## config.mk

```make
export PLATFORM = sky130hd
export DESIGN_NAME = fpu_arbiter_flat
export DESIGN_NICKNAME = d
export VERILOG_FILES = /design/src/rtl/fpu_arbiter_if.sv /design/src/rtl/fpu_arbiter.sv /design/src/flat_wrapper.sv
export SDC_FILE = /design/constraint.sdc
export NUM_CORES = 1
export LEC_CHECK = 0
export CAP_MARGIN = 15
export CORE_AREA = 3 3 159 161
export CTS_CLUSTER_SIZE = 30
export DETAILED_ROUTE_END_ITERATION = 10
export DIE_AREA = 0 0 162 164
export PLACE_DENSITY = 0.65
export REMOVE_ABC_BUFFERS = 1
export SLEW_MARGIN = 20
export SYNTH_ARGS = -nofsm -noshare
export SYNTH_HDL_FRONTEND = slang
export SYNTH_SLANG_ARGS = --single-unit
```

## constraint.sdc

```tcl
create_clock -name clk -period 9.8 [get_ports clk]
set_input_delay 2.94 -clock clk [delete_from_list [all_inputs] [get_ports clk]]
set_output_delay 2.94 -clock clk [all_outputs]
set_load 0.02 [all_outputs]
```

## src/rtl/fpu_arbiter_if.sv

```systemverilog
// fpu_arbiter_if: requester-side bundle of the shared-FPU arbiter.
// Operand/opcode buses are packed per requester, slice i at [W*i +: W].
interface fpu_arbiter_if #(
  parameter int NREQ = 4
);
  logic [NREQ-1:0]      req_valid;
  logic [32*NREQ-1:0]   req_a;
  logic [32*NREQ-1:0]   req_b;
  logic [2*NREQ-1:0]    req_op;
  logic [NREQ-1:0]      req_ready;
  logic [NREQ-1:0]      resp_valid;
  logic [31:0]          resp_r;
  logic                 resp_err;

  modport master (
    output req_valid,
    output req_a,
    output req_b,
    output req_op,
    input  req_ready,
    input  resp_valid,
    input  resp_r,
    input  resp_err
  );

  modport slave (
    input  req_valid,
    input  req_a,
    input  req_b,
    input  req_op,
    output req_ready,
    output resp_valid,
    output resp_r,
    output resp_err
  );
endinterface

```

## src/rtl/fpu_arbiter.sv

```systemverilog
// fpu_arbiter: round-robin sharing of one FPU among NREQ clients,
// one operation in flight, with a watchdog on the FPU done.
module fpu_arbiter #(
  parameter int NREQ    = 4,
  parameter int TIMEOUT = 64
) (
  input  logic         clk,
  input  logic         rst,
  fpu_arbiter_if.slave bus,
  output logic         busy,
  output logic [31:0]  fpu_A,
  output logic [31:0]  fpu_B,
  output logic [1:0]   fpu_op,
  output logic         fpu_start,
  input  logic [31:0]  fpu_R,
  input  logic         fpu_done
);
  localparam int GW = $clog2(NREQ);
  localparam int TW = $clog2(TIMEOUT);
  localparam logic [31:0]   QNAN  = 32'h7FC0_0000;
  localparam logic [TW-1:0] TLAST = TW'(TIMEOUT - 1);
  localparam logic [GW-1:0] GLAST = GW'(NREQ - 1);

  typedef enum logic [1:0] {
    IDLE,
    ISSUE,
    WAIT,
    RESP
  } state_t;

  state_t        state;
  state_t        state_nx;
  logic [GW-1:0] last_grant;
  logic [GW-1:0] win;
  logic [GW-1:0] cand;
  logic          found;
  logic [TW-1:0] timer;

  logic [31:0] a_arr  [NREQ];
  logic [31:0] b_arr  [NREQ];
  logic [1:0]  op_arr [NREQ];

  always_comb begin
    for (int i = 0; i < NREQ; i++) begin
      a_arr[i]  = bus.req_a[32*i +: 32];
      b_arr[i]  = bus.req_b[32*i +: 32];
      op_arr[i] = bus.req_op[2*i +: 2];
    end
  end

  // Search starts just past the last grant, so it has lowest priority.
  always_comb begin
    found = 1'b0;
    win   = last_grant;
    cand  = last_grant;
    for (int i = 0; i < NREQ; i++) begin
      cand = (cand == GLAST) ? '0 : cand + 1'b1;
      if (!found && bus.req_valid[cand]) begin
        found = 1'b1;
        win   = cand;
      end
    end
  end

  always_comb begin
    state_nx = state;
    unique case (state)
      IDLE:    if (found) state_nx = ISSUE;
      ISSUE:   state_nx = WAIT;
      WAIT:    if (fpu_done || timer == TLAST) state_nx = RESP;
      RESP:    state_nx = IDLE;
      default: state_nx = IDLE;
    endcase
  end

  // Ready is masked while reset is held so nothing looks accepted.
  always_comb begin
    bus.req_ready  = '0;
    bus.resp_valid = '0;
    if (state == IDLE && rst && found)
      bus.req_ready[win] = 1'b1;
    if (state == RESP)
      bus.resp_valid[last_grant] = 1'b1;
  end

  assign busy      = (state != IDLE);
  assign fpu_start = (state == ISSUE);

  always_ff @(posedge clk or negedge rst) begin
    if (!rst) state <= IDLE;
    else      state <= state_nx;
  end

  always_ff @(posedge clk or negedge rst) begin
    if (!rst) begin
      fpu_A        <= '0;
      fpu_B        <= '0;
      fpu_op       <= '0;
      bus.resp_r   <= '0;
      bus.resp_err <= 1'b0;
      timer        <= '0;
      last_grant   <= GLAST;
    end else begin
      unique case (state)
        IDLE: begin
          if (found) begin
            fpu_A      <= a_arr[win];
            fpu_B      <= b_arr[win];
            fpu_op     <= op_arr[win];
            last_grant <= win;
          end
        end
        ISSUE: timer <= '0;
        WAIT: begin
          if (fpu_done) begin
            bus.resp_r   <= fpu_R;
            bus.resp_err <= 1'b0;
          end else if (timer == TLAST) begin
            bus.resp_r   <= QNAN;
            bus.resp_err <= 1'b1;
          end else begin
            timer <= timer + 1'b1;
          end
        end
        default: ;
      endcase
    end
  end
endmodule

```

## src/flat_wrapper.sv

```systemverilog
// flat-port wrapper written by rule: the top's interface ports become plain ports
module fpu_arbiter_flat 
#(
  parameter int NREQ    = 4,
  parameter int TIMEOUT = 64
)
  (clk, rst, busy, fpu_A, fpu_B, fpu_op, fpu_start, fpu_R, fpu_done, bus_req_valid, bus_req_a, bus_req_b, bus_req_op, bus_req_ready, bus_resp_valid, bus_resp_r, bus_resp_err);
  fpu_arbiter_if #(.NREQ(NREQ)) bus_i ();
  input  logic clk;
  input  logic rst;
  output logic busy;
  output logic [31:0] fpu_A;
  output logic [31:0] fpu_B;
  output logic [1:0] fpu_op;
  output logic fpu_start;
  input  logic [31:0] fpu_R;
  input  logic fpu_done;
  input wire logic [$bits(bus_i.req_valid)-1:0] bus_req_valid;
  input wire logic [$bits(bus_i.req_a)-1:0] bus_req_a;
  input wire logic [$bits(bus_i.req_b)-1:0] bus_req_b;
  input wire logic [$bits(bus_i.req_op)-1:0] bus_req_op;
  output wire logic [$bits(bus_i.req_ready)-1:0] bus_req_ready;
  output wire logic [$bits(bus_i.resp_valid)-1:0] bus_resp_valid;
  output wire logic [$bits(bus_i.resp_r)-1:0] bus_resp_r;
  output wire logic [$bits(bus_i.resp_err)-1:0] bus_resp_err;
  assign bus_i.req_valid = bus_req_valid;
  assign bus_i.req_a = bus_req_a;
  assign bus_i.req_b = bus_req_b;
  assign bus_i.req_op = bus_req_op;
  assign bus_req_ready = bus_i.req_ready;
  assign bus_resp_valid = bus_i.resp_valid;
  assign bus_resp_r = bus_i.resp_r;
  assign bus_resp_err = bus_i.resp_err;
  fpu_arbiter #(.NREQ(NREQ), .TIMEOUT(TIMEOUT)) u_core (.clk(clk), .rst(rst), .bus(bus_i), .busy(busy), .fpu_A(fpu_A), .fpu_B(fpu_B), .fpu_op(fpu_op), .fpu_start(fpu_start), .fpu_R(fpu_R), .fpu_done(fpu_done));
endmodule
```

# Word-level counts from Yosys, hierarchy flattened
# Index checks and enable logic that the tools add are counted.
# totals
register_bits	109
input_bits	303
output_inout_bits	109
# classes
add_sub_neg	5
order_cmp	9
n_eq_ne	12
mux	45
bitwise_logic	1
n_reduce_logical	19
# ops
op	n
$mux 32	6
$bmux 32 s2	2
$mux 2	12
$lt 2x3->1 const B	6
$eq 2x2->1 const B	6
$mux 1	12
$mux 6	2
$pmux 6 s2	1
$add 2x1->2 const B	4
$bmux 1 s2	4
$mux 4	2
$pmux 2 s4	1
$logic_and 1x1->1	7
$add 6x1->6 const B	1
$eq 6x6->1 const B	1
$reduce_and 2->1	3
$reduce_bool 2->1	3
$bmux 2 s2	1
$demux 1 s2	2
$ge 2x1->1 const B	2
$ne 2x1->1 const B	2
$ne 2x2->1 const B	2
$ge 3x3->1 const B	1
$logic_not 1->1	3
other kinds (5)	5

# Longest topological paths before layout
# logic_depth
word_depth	19
depth_mapped	15
mapped_depth_nobuf	9

# Worst setup path before layout
# Ideal clock, no wire load.
# synth_path
kind	input-to-output
startpoint	in bus_req_valid[0]
endpoint	out bus_req_ready[1]
arrival_time_ns	4.743
required_ns	6.860
path_slack_ns	2.117
stages	10
path_buffers	4
cell_sequence	buf_2 > mux2i_1 > nand2_1 > nor3_1 > o221ai_2 > and2_1 > buf_4 > buf_6 > buf_6 > nor2_1
# synth_via
elab_chain_cells	17
# synth_rtl
item	line_no	text
from (decl)	flat_wrapper.sv:18	input wire logic [$bits(bus_i.req_valid)-1:0] bus_req_valid;
$bmux 1 s2	fpu_arbiter.sv:58	if (!found && bus.req_valid[cand]) begin
$mux 1 (implied by the code)	fpu_arbiter.sv:58	
$mux 1	fpu_arbiter.sv:58	
$logic_not 1->1	fpu_arbiter.sv:58	
$logic_and 1x1->1	fpu_arbiter.sv:58	
$mux 1	fpu_arbiter.sv:58	
$logic_not 1->1	fpu_arbiter.sv:58	
$logic_and 1x1->1	fpu_arbiter.sv:58	
$mux 1	fpu_arbiter.sv:58	
$logic_not 1->1	fpu_arbiter.sv:58	
$logic_and 1x1->1	fpu_arbiter.sv:58	
$mux 2	fpu_arbiter.sv:58	
$lt 2x3->1 (implied by the code) / $ge 2x1->1 (equally long branches)	fpu_arbiter.sv:81	bus.req_ready[win] = 1'b1;
$logic_and 1x1->1 (implied by the code)	fpu_arbiter.sv:81	
$mux 1 (implied by the code)	fpu_arbiter.sv:81	
$demux 1 s2	n/a	
$mux 4 (*)	fpu_arbiter.sv:80	if (state == IDLE && rst && found)
to (decl)	flat_wrapper.sv:22	output wire logic [$bits(bus_i.req_ready)-1:0] bus_req_ready;
# Mark *: on every way between the ends. The rest lies on a longest branch, timed or not. The select of a mux whose other input is x is not followed.

# Final worst setup path
# layout_path
startpoint	in bus_req_valid[2]
endpoint	out bus_req_ready[1]
# The elaborated chain is that of the path after synthesis.

==> reports/qor.csv <==
stage,metric,value,unit
sta,RSZ-0062 raised after global routing,false,
yosys,main combinational cell family by area after synthesis,compound AO/OA/AOI/OAI gates,
run_status,outcome,"finished, final reports clean",
sta,Fmax achieved,0.115,GHz
grt,largest net degree at the start of global routing,74,
grt,vias in the first global route,6813,
yosys,mux cell area share after synthesis,10.6,%
clock_tree,CTS resizes,0,
layout,# fillers,2337,
grt,gr usage total,19.0,%
critical_path,Setup CP Type,input port to primary output,
clock_tree,Sink Count,109,
yosys,top cell type's share of synthesized area,39.0,%
critical_path,reg-to-reg endpoint,u_core.fpu_B[2],
sta,final setup vio count,0,
detailed_routing,routed via count,6676,
critical_path,WP data required,6.86,ns
placed_design,hpwl dp,19.8,mm
sta,Fin Hold WS,0.489,ns
detailed_routing,drc violations,0,
critical_path,r2r startpoint,u_core.last_grant[0],
grt,first-pass GRT wire length,39.4,mm
yosys,number of enable flip-flop cells after synthesis,0,
flow_run,Max-cap violations,0,
layout,ANT cells,0,
yosys,Post-Synth XOR/XNOR Area,0.510,%
clock_tree,hold buffers post-CTS,0,
sta,final hold vios,0,
critical_path,Crit. End Element,primary output,
hold_path,worst hold path startpoint,u_core.bus.resp_r[24],
detailed_routing,via density per instance,4.94,
yosys,Post-Synth Adder-Cell Area,1.82,%
detailed_routing,Antenna Nets Post-Route,0,
critical_path,startpoint types,input port,
sta,Tmin final,8.70,ns
yosys,yosys warns,0,
critical_path,worst-path fanout max,14,
layout,# nets final,1335,
yosys,largest area contributor in the netlist,dfrtp_1,
yosys,synthesized flop and latch total,109,
sta,Max Transition Viols Final,0,
detailed_routing,routed length per instance,19.6,um
yosys,synth top area cells,"dfrtp_1 39%, a211oi_2 11%, mux2i_1 9.9%",
yosys,Synth Area per Inst,10.5,um2
yosys,Synth cell types,50,
layout,"Area growth, synth to finish",66.6,%
detailed_routing,detailed-route wire length,26.4,mm
clock_tree,clk_lat worst skew,0.36,ns
floorplanning,DIE HEIGHT,164,um
critical_path,"Slowest-stage cell, CP",nor4_2,
power_and_ir_drop,leak pwr,4.43,nW
sta,Tightest Pin Transition,0.996,ns
floorplanning,Die Width,162,um
floorplanning,Starting Density,28.5,%
grt,Congestion Overflow GR,0,
clock_tree,# Post-CTS Setup Buffers,0,
yosys,Synth Area in Compound Gates,33.3,%
power_and_ir_drop,cell area power density,322,mW/mm2
yosys,Post-synth ARST share,100,%
yosys,Post-Synth Simple-Gate Area,8.42,%
placed_design,IO Port Bufs,411,
placed_design,final estimated routing congestion in global placement,0.818,
clock_tree,H-tree Lvls,3,
clock_tree,CTS tree,yes,
yosys,post-synthesis sequential area ratio,39.8,%
yosys,ys flop type,dfrtp_1,
layout,fraction of layout cells with a size suffix above 1,9.35,%
grt,antenna violations before repair,2,
sta,Final Skew,0.0121,ns
hold_path,Worst Hold Depth,1,
clock_tree,CTS Buf Count,9,
critical_path,Critical Path Max Stage Delay,0.74,ns
hold_path,Min-Delay Endpoint,u_core.bus.resp_r[24],
sta,setup_tns,0,ns
floorplanning,Row Count,57,
power_and_ir_drop,worst vdd ir,0.231,mV
sta,Rel. slew slack,33.6,%
detailed_routing,first-pass detailed-route iteration total,4,
floorplanning,core area,0.0241,mm2
clock_tree,CTS Buffer Depth,2,
yosys,Post-Synthesis Cells,656,
critical_path,crit path cell chain,clkdlybuf4s50_1 > nor4_2 > nor2_1 > o21ai_1 > a31oi_4 > nand3b_1 > nor2_1 > clkdlybuf4s50_1,
critical_path,Worst EP arrival,5.76,ns
power_and_ir_drop,Final Power,3.68,mW
critical_path,worst reg-to-reg path cell count,10,
sta,Final period util,88.8,%
clock_tree,clk root buf,clkbuf_16,
floorplanning,I/O pin count,412,
hold_path,Hold WC Path Type,flip-flop to flip-flop,
detailed_routing,DR iter-0 viols,208,
floorplanning,Die ar.,0.0266,mm2
critical_path,Reg2Reg Setup Slack,5.44,ns
yosys,Mapped Area,0.00686,mm2
clock_tree,clock transition at the registers of the reported paths,0.08,ns
flip-flops by register name (all words and copies together), names as in the netlist:
| register | count |
|---|---|
| u_core.fpu_A | 32 |
| u_core.last_grant | 2 |
| u_core.bus.resp_err | 1 |
| u_core.state | 2 |
| u_core.timer | 6 |
| u_core.bus.resp_r | 32 |
| u_core.fpu_B | 32 |
| u_core.fpu_op | 2 |
final cells by class:
cell class / instances / area [um2] / area share, %
Sequential cell: 109 / 2730 / 23.9
Clock buffer: 9 / 225 / 1.97
Clock inverter: 7 / 86.3 / 0.755
Timing Repair Buffer: 419 / 4170 / 36.5
Multi-Input combinational cell: 476 / 3790 / 33.1
Tap cell: 324 / 405 / 3.55
Inverter: 7 / 26.3 / 0.230
cell usage in the layout, fill, tap and decap left out, types with 10 or more instances in the layout:
master and n:
a21boi_0 56, a21boi_1 10, a211oi_1 75, nor2_1 85, a22o_1 23, nand2_1 12, clkdlybuf4s50_1 410, ha_1 10
mux2i_1 68, a211oi_2 58, dfrtp_1 107
report_power, final:
group	internal, mW	switching, mW
combinational	1.05	1.43
sequential	0.683	0.130
clock	0.184	0.203
kinds of logic (layout without fill, tap and decap cells):
group	after synthesis	after routing
DFF	109	109
buffers and inverters	71	442
xor gates and xnor gates	4	4
adders and majority gates	10	10
muxes	71	71
and+or+nand+nor	130	130
AOI/OAI and AO/OA	261	261
through the flow:
step | utilization, % | setup WS [ns] | cell area (um2) | std cells
after floorplan | - | -2.54 | 6510 | 592
after global placement | 46.1 | 1.12 | 11100 | 1335
after detailed placement | 46.1 | 1.09 | 11100 | 1335
after CTS | 47.4 | 1.09 | 11400 | 1351
after global routing | 47.4 | 0.887 | 11400 | 1351
final | 47.4 | 1.10 | 11400 | 1351
synth_stat cells, types with 2 or more instances:
cell type  number
a211oi_1       75
a211oi_2       58
a21boi_0       56
a21boi_1       10
a21oi_1         7
a22o_1         23
and2_1          7
and3_1          2
buf_2          14
buf_4          10
buf_6           7
clkbuf_1       32
dfrtp_1       107
dfstp_2         2
ha_1           10
inv_1           7
mux2i_1        68
nand2_1        12
nand2b_1        4
nand3_1         2
nand3b_1        3
nand4_1         5
nor2_1         86
nor2b_1         2
o21ai_0         7
o21ai_1         3
o22a_1          9
o31ai_1         2
or3_1           2
xor2_1          4
worst max-delay path by stage:
stage	from	end	slack (ns)	cells after the start
3_3_place_gp	bus_req_valid[2]	bus_req_ready[0]	1.12	8
2_1_floorplan	bus_req_valid[2]	bus_req_ready[1]	-2.54	6
3_5_place_dp	bus_req_valid[2]	bus_req_ready[1]	1.09	8
4_1_cts	bus_req_valid[2]	bus_req_ready[1]	1.09	8
6_report	bus_req_valid[2]	bus_req_ready[1]	1.10	8
5_1_grt	bus_req_valid[2]	bus_req_ready[1]	0.89	8
metal layers:
metal  share of wire [%]  vias up  track usage [%]
met4                 2.3        4             5.66
met2                  49      276             33.3
met5               0.060        -                0
li1                    -     3207                -
met3                 7.2       32             4.74
met1                  41     3157             23.1
critical path, delay by kind of cell:
| family | cells | cell delay, ns |
|---|---|---|
| buf+inv | 2 | 1.26 |
| simple gates | 4 | 1.20 |
| compound gates | 2 | 0.35 |
Note: power is estimated with default switching activity, not from simulation.
==> variant 1: new RTL, config.mk and constraints unchanged <==
Reset style: synchronous (`rst`), changed in 2 clocked blocks.
--- a/src/rtl/fpu_arbiter.sv
+++ b/src/rtl/fpu_arbiter.sv
@@ -86,12 +86,12 @@
   assign busy      = (state != IDLE);
   assign fpu_start = (state == ISSUE);
 
-  always_ff @(posedge clk or negedge rst) begin
+  always_ff @(posedge clk) begin
     if (!rst) state <= IDLE;
     else      state <= state_nx;
   end
 
-  always_ff @(posedge clk or negedge rst) begin
+  always_ff @(posedge clk) begin
     if (!rst) begin
       fpu_A        <= '0;
       fpu_B        <= '0;
Behaviour: differs if rst is asserted again (counterexample within 4 cycles, from zero or initial values and one cycle with rst low); with rst held inactive, the same outputs for 4 cycles.
==> variant 1 against the original RTL <==
  * Setup slack better by 0.0019 ns
  * Fmax hardly changed
  * Final area shrank 0.53%
  * Sequential cell count unchanged
  * Largest cell class is now multi-input combinational cells
  * Critical endpoint unchanged
  * Area after synthesis up 0.40%
  * Critical path depth decreased by 2
  * Count of clock-buffer cells in the layout is the same
  * Clock skew is 0.0027 ns lower
  * Wire length increased by 18%
  * Total power rose by 2.9%
==> variant 1: results (changes against the original RTL) <==
Global routing
  – Gr usage total: 0.222 (was 0.190)
  – Largest net degree at the start of global routing: 67 (was 74)
  – First-pass GRT wire length: 45700 µm (was 39400 µm)
  – Initial antenna violation count: 0 (was 2)
  – Vias in the first global route: 7680 (was 6813)

Worst setup path
  – Crit path max-delay cell type: clkdlybuf4s50_1 (was nor4_2)
  – RR Startpoint: u_core.last_grant[0]$_SDFFE_PN1P_ (was u_core.last_grant[0]$_DFFE_PN1P_)
  – R2r setup slk: 5.36 ns (was 5.44 ns)
  – CP max FO: 8 (was 14)
  – Reg-to-Reg End: u_core.fpu_A[7]$_SDFFE_PN0P_ (was u_core.fpu_B[2]$_DFFE_PN0P_)
  – Crit path largest cell delay: 0.65 ns (was 0.74 ns)
  – Cell depth of the worst flop-to-flop path: 9 (was 10)

Logic synthesis
  – Synth Area in Adders: 0.0182 (about the same)
  – Share of the synthesized area in the top cell type: 0.317 (was 0.390)
  – Synth Area in Compound Gates: 0.423 (was 0.333)
  – Syn. warnings: 0 (unchanged)
  – Asr flop ratio synth: 0 (was 1.00)
  – Commonest cells post-synth: 109 x dfxtp_1, 95 x a211oi_1, 74 x nand2_1, 68 x and3_1, 66 x o31a_1 (was 107 x dfrtp_1, 86 x nor2_1, 75 x a211oi_1, 68 x mux2i_1, 58 x a211oi_2)
  – Synth unique cells: 51 (was 50)
  – Sequential area share after synthesis: 0.317 (was 0.398)
  – Synth Instances: 763 (was 656)
  – Synth Area in XOR/XNOR: 0 (was 0.00510)
  – Synth area leaders: dfxtp_1 32%, a211oi_1 10%, o31a_1 8.4% (was dfrtp_1 39%, a211oi_2 11%, mux2i_1 9.9%)
  – Share of synthesized area spent on multiplexers: 0.0158 (was 0.106)

Layout
  – Fillers: 2448 (was 2337)
  – Layout cells sized above 1: 0.110 (was 0.0935)

STA
  – Worst slew pin tran: 0.976 ns (was 0.996 ns)
  – Minimum hold slack: 0.458 ns (was 0.489 ns)
  – Fmax: 115 MHz (about the same)
  – Clock skew: 0.00939 ns (was 0.0121 ns)

Pwr
  – Leak Pwr: 4.02 nW (was 4.43 nW)
  – Int Pwr: 1.79 mW (was 1.92 mW)
  – VDD IR max: 314 µV (was 231 µV)

Placement
  – HPWL Detailed: 21800 µm (was 19800 µm)
  – IO buf count: 411 (unchanged)
  – Cells after DPL: 1423 (was 1335)
  – RePlAce Congestion: 0.832 (was 0.818)

Route
  – 1st-iter DRT viols: 528 (was 208)
  – Via count: 7751 (was 6676)
  – Vias per inst: 5.39 (was 4.94)
  – Final WL: 31100 µm (was 26400 µm)
  – Iteration count of the initial detailed-routing pass: 4 (unchanged)

Outcome
  – Outcome: finished clean (unchanged)

Worst hold path
  – Hold path endpoint: u_core.fpu_B[5]$_SDFFE_PN0P_ (was u_core.bus.resp_r[24]$_DFFE_PN0P_)
  – Worst Hold Launch: u_core.fpu_B[5]$_SDFFE_PN0P_ (was u_core.bus.resp_r[24]$_DFFE_PN0P_)
  – Worst Hold Depth: 2 (was 1)
==> variant 1: changes by cell type after synthesis, moves of 44 or more <==
cell and change:
dfxtp_1 +109, dfrtp_1 -107, and3_1 +66, mux2i_1 -65
o31a_1 +65, nand2_1 +62, a21boi_0 -56, nor2_1 -53
o31ai_1 +44
==> variant 1: worst max-delay path by stage <==
stage	end	cells after the start	start
after floorplan	bus_req_ready[0]	5	bus_req_valid[1]
after global placement	bus_req_ready[0]	6	bus_req_valid[0]
after detailed placement	bus_req_ready[1]	6	bus_req_valid[0]
after CTS	bus_req_ready[1]	6	bus_req_valid[1]
after global routing	bus_req_ready[0]	6	bus_req_valid[0]
final	bus_req_ready[1]	6	bus_req_valid[0]
==> variant 1: power by group through the flow <==
stage	combinational (mW)	clock, mW	sequential, mW
2_1_floorplan	1.62	0	0.756
3_3_place_gp	2.79	0	0.638
3_5_place_dp	2.80	0	0.642
4_1_cts	2.81	0.388	0.632
5_1_grt	3.00	0.405	0.646
6_report	2.78	0.374	0.631
==> variant 1: kinds of logic after synthesis <==
logic type,Yosys count
AOI/OAI and AO/OA,335
adders and majority gates,10
buffers and inverters,97
DFF,109
muxes,7
and+or+nand+nor,205
==> variant 1: through the flow <==
step                      TNS [ns]  cell area, µm²  setup WS, ns
after floorplan             -0.325            6400        -0.162
after global placement           0           11100          1.17
after detailed placement         0           11100          1.14
after CTS                        0           11400          1.11
after global routing             0           11400          1.03
final                            0           11400          1.10
==> variant 1: cell type report <==
cell class	count	area share
sequential	109	0.192
multi-input combinational	557	0.373
tap	324	0.0356
clock buffer	9	0.0198
timing repair buffer	426	0.372
clock inverter	7	0.00583
inverter	7	0.00231
==> variant 1: metal layers <==
metal | global-route usage | up-vias | wire length (µm)
met2 | 0.401 | 315 | 15700
met3 | 0.0545 | 36 | 2450
li1 | - | 3670 | -
met4 | 0.0706 | 0 | 733
met5 | 0 | - | 0
met1 | 0.258 | 3730 | 12200
==> variant 1: worst reg2reg max path: stages, from the launching register on <==
cell and delay, ns:
dfxtp_1 0.73, inv_1 0.29, ha_1 0.58, mux4_2 0.64, or4b_4 0.54, o31ai_4 0.15, buf_4 0.47, buf_4 0.50
a211oi_1 0.20, o31ai_1 0.26
==> variant 2: new RTL, same settings <==
Without the edit above. `TIMEOUT` is set to 64 in 2 places; all go to 128.
--- a/src/rtl/fpu_arbiter.sv
+++ b/src/rtl/fpu_arbiter.sv
@@ -2,7 +2,7 @@
 // one operation in flight, with a watchdog on the FPU done.
 module fpu_arbiter #(
   parameter int NREQ    = 4,
-  parameter int TIMEOUT = 64
+  parameter int TIMEOUT = 128
 ) (
   input  logic         clk,
   input  logic         rst,
--- a/src/flat_wrapper.sv
+++ b/src/flat_wrapper.sv
@@ -2,7 +2,7 @@
 module fpu_arbiter_flat 
 #(
   parameter int NREQ    = 4,
-  parameter int TIMEOUT = 64
+  parameter int TIMEOUT = 128
 )
   (clk, rst, busy, fpu_A, fpu_B, fpu_op, fpu_start, fpu_R, fpu_done, bus_req_valid, bus_req_a, bus_req_b, bus_req_op, bus_req_ready, bus_resp_valid, bus_resp_r, bus_resp_err);
   fpu_arbiter_if #(.NREQ(NREQ)) bus_i ();
Function: same outputs for any inputs over 4 cycles, from zero or initial values and one cycle with rst low; that may be too few to reach the edited logic, so the function may still have changed.
==> variant 2 against the original RTL <==
  * Sequential cell count is 1 higher
  * Total power is 11% higher
  * Die area stayed put
  * Area after synthesis is 16% higher
  * Wire length is 15% higher
  * Setup slack better by 0.086 ns
  * Sequential power is 1% lower
  * Final area is 9.3% higher
  * First-iteration DRC count is 76% higher
  * Critical path depth stayed put
  * Largest cell class is now multi-input combinational cells
  * Largest power group unchanged
==> variant 2: results (changes against the original RTL) <==
Outcome
  – Outcome: finished clean (unchanged)

Logic synthesis
  – Synth Area in XOR/XNOR: 0.00220 (was 0.00510)
  – Synth Area in Adders: 0.0157 (was 0.0182)
  – Commonest cells post-synth: 215 x nor2_1, 134 x mux2i_1, 132 x o211ai_1, 108 x dfrtp_1, 58 x clkbuf_1 (was 107 x dfrtp_1, 86 x nor2_1, 75 x a211oi_1, 68 x mux2i_1, 58 x a211oi_2)
  – Synth Instances: 888 (was 656)
  – Synth Area in Compound Gates: 0.270 (was 0.333)
  – Sequential area share after synthesis: 0.346 (was 0.398)
  – Share of synthesized area spent on multiplexers: 0.168 (was 0.106)

Placement
  – Worst slack, placed: 1.17 ns (was 1.09 ns)
  – HPWL Detailed: 22500 µm (was 19800 µm)
  – RePlAce Congestion: 0.802 (was 0.818)

Global routing
  – Initial antenna violation count: 0 (was 2)
  – Vias in the first global route: 7970 (was 6813)

Worst setup path
  – Reg-to-Reg End: u_core.fpu_A[7]$_DFFE_PN0P_ (was u_core.fpu_B[2]$_DFFE_PN0P_)
  – Cell depth of the worst flop-to-flop path: 9 (was 10)
  – R2r setup slk: 5.63 ns (was 5.44 ns)

Clock tree
  – Clk buf depth: 2 (unchanged)

Worst hold path
  – Worst Hold Launch: u_core.bus.resp_r[25]$_DFFE_PN0P_ (was u_core.bus.resp_r[24]$_DFFE_PN0P_)
  – Hold path endpoint: u_core.bus.resp_r[25]$_DFFE_PN0P_ (was u_core.bus.resp_r[24]$_DFFE_PN0P_)

Pwr
  – VDD IR max: 216 µV (was 231 µV)
  – Leak Pwr: 4.83 nW (was 4.43 nW)

STA
  – Minimum hold slack: 0.490 ns (was 0.489 ns)
  – Worst slew pin tran: 1.10 ns (was 0.996 ns)

Layout
  – Fillers: 2311 (was 2337)
  – Final net count: 1537 (was 1335)
  – Layout cells sized above 1: 0.0618 (was 0.0935)
  – Final std cells w/o fill: 1554 (was 1351)

Route
  – Vias per inst: 5.21 (was 4.94)
  – Final WL: 30300 µm (was 26400 µm)
  – 1st-iter DRT viols: 366 (was 208)
==> variant 2: cell count changes after synthesis, moves of 29 or more <==
cell / unedited run / this run
nor2_1: 86 / 215
o211ai_1: 0 / 132
mux2i_1: 68 / 134
a211oi_1: 75 / 38
a21boi_0: 56 / 0
a211oi_2: 58 / 29
==> variant 2: per-stage QoR <==
step	instance area [µm²]	power, mW	util	TNS, ns
2_1_floorplan	7500	2.85	-	-353.00
3_3_place_gp	12200	3.71	0.506	0
3_5_place_dp	12200	3.75	0.506	0
4_1_cts	12500	4.14	0.518	0
5_1_grt	12500	4.37	0.518	0
6_report	12500	4.09	0.518	0
==> variant 2: layout make-up <==
class                           instances  area [µm²]  share of cell area
Clock buffer                            9         225              0.0180
Multi-Input combinational cell        670        4780               0.382
Sequential cell                       110        2760               0.220
Clock inverter                          7        76.3             0.00611
Antenna cell                            1        2.50            0.000200
Timing Repair Buffer                  427        4230               0.339
Inverter                                6        22.5             0.00180
Tap cell                              324         405              0.0324
==> variant 2: critical path, stage by stage <==
cell	delay [ns]
clkdlybuf4s50_1	0.68
mux2i_1	0.25
mux2i_1	0.10
o22ai_1	0.27
a41oi_4	0.21
buf_4	0.26
nor3_1	0.28
clkdlybuf4s50_1	0.67
==> variant 2: logic make-up after synthesis <==
logic type,count (synthesis)
AO/OA/AOI/OAI,264
AND/OR/NAND/NOR,260
multiplexers,134
flip-flops,110
buffers and inverters,108
adder cells (fa/ha/maj),10
XOR/XNOR,2
==> variant 2: metal layers <==
| metal | GRT usage | share of wire | vias to the layer above |
|---|---|---|---|
| met1 | 0.273 | 0.41 | 3830 |
| met5 | 0 | 0 | - |
| met2 | 0.377 | 0.50 | 302 |
| met3 | 0.0578 | 0.075 | 24 |
| li1 | - | - | 3943 |
| met4 | 0.0566 | 0.014 | 0 |
==> variant 2: how the worst max path moves through the flow <==
stage | start | endpoint | slack, ns | cells past startpoint
6_report | bus_req_valid[1] | bus_req_ready[2] | 1.19 | 8
5_1_grt | bus_req_valid[1] | bus_req_ready[2] | 1.01 | 8
4_1_cts | bus_req_valid[1] | bus_req_ready[2] | 1.15 | 8
3_5_place_dp | bus_req_valid[1] | bus_req_ready[2] | 1.17 | 8
3_3_place_gp | bus_req_valid[1] | bus_req_ready[2] | 1.21 | 8
2_1_floorplan | bus_req_valid[2] | bus_req_ready[0] | -7.96 | 5
==> variant 2: where the power goes <==
group	total [mW]	switching [mW]	internal, mW
Clock	0.374	0.193	0.181
Sequential	0.801	0.120	0.681
Combinational	2.91	1.70	1.21
Total	4.09	2.02	2.07
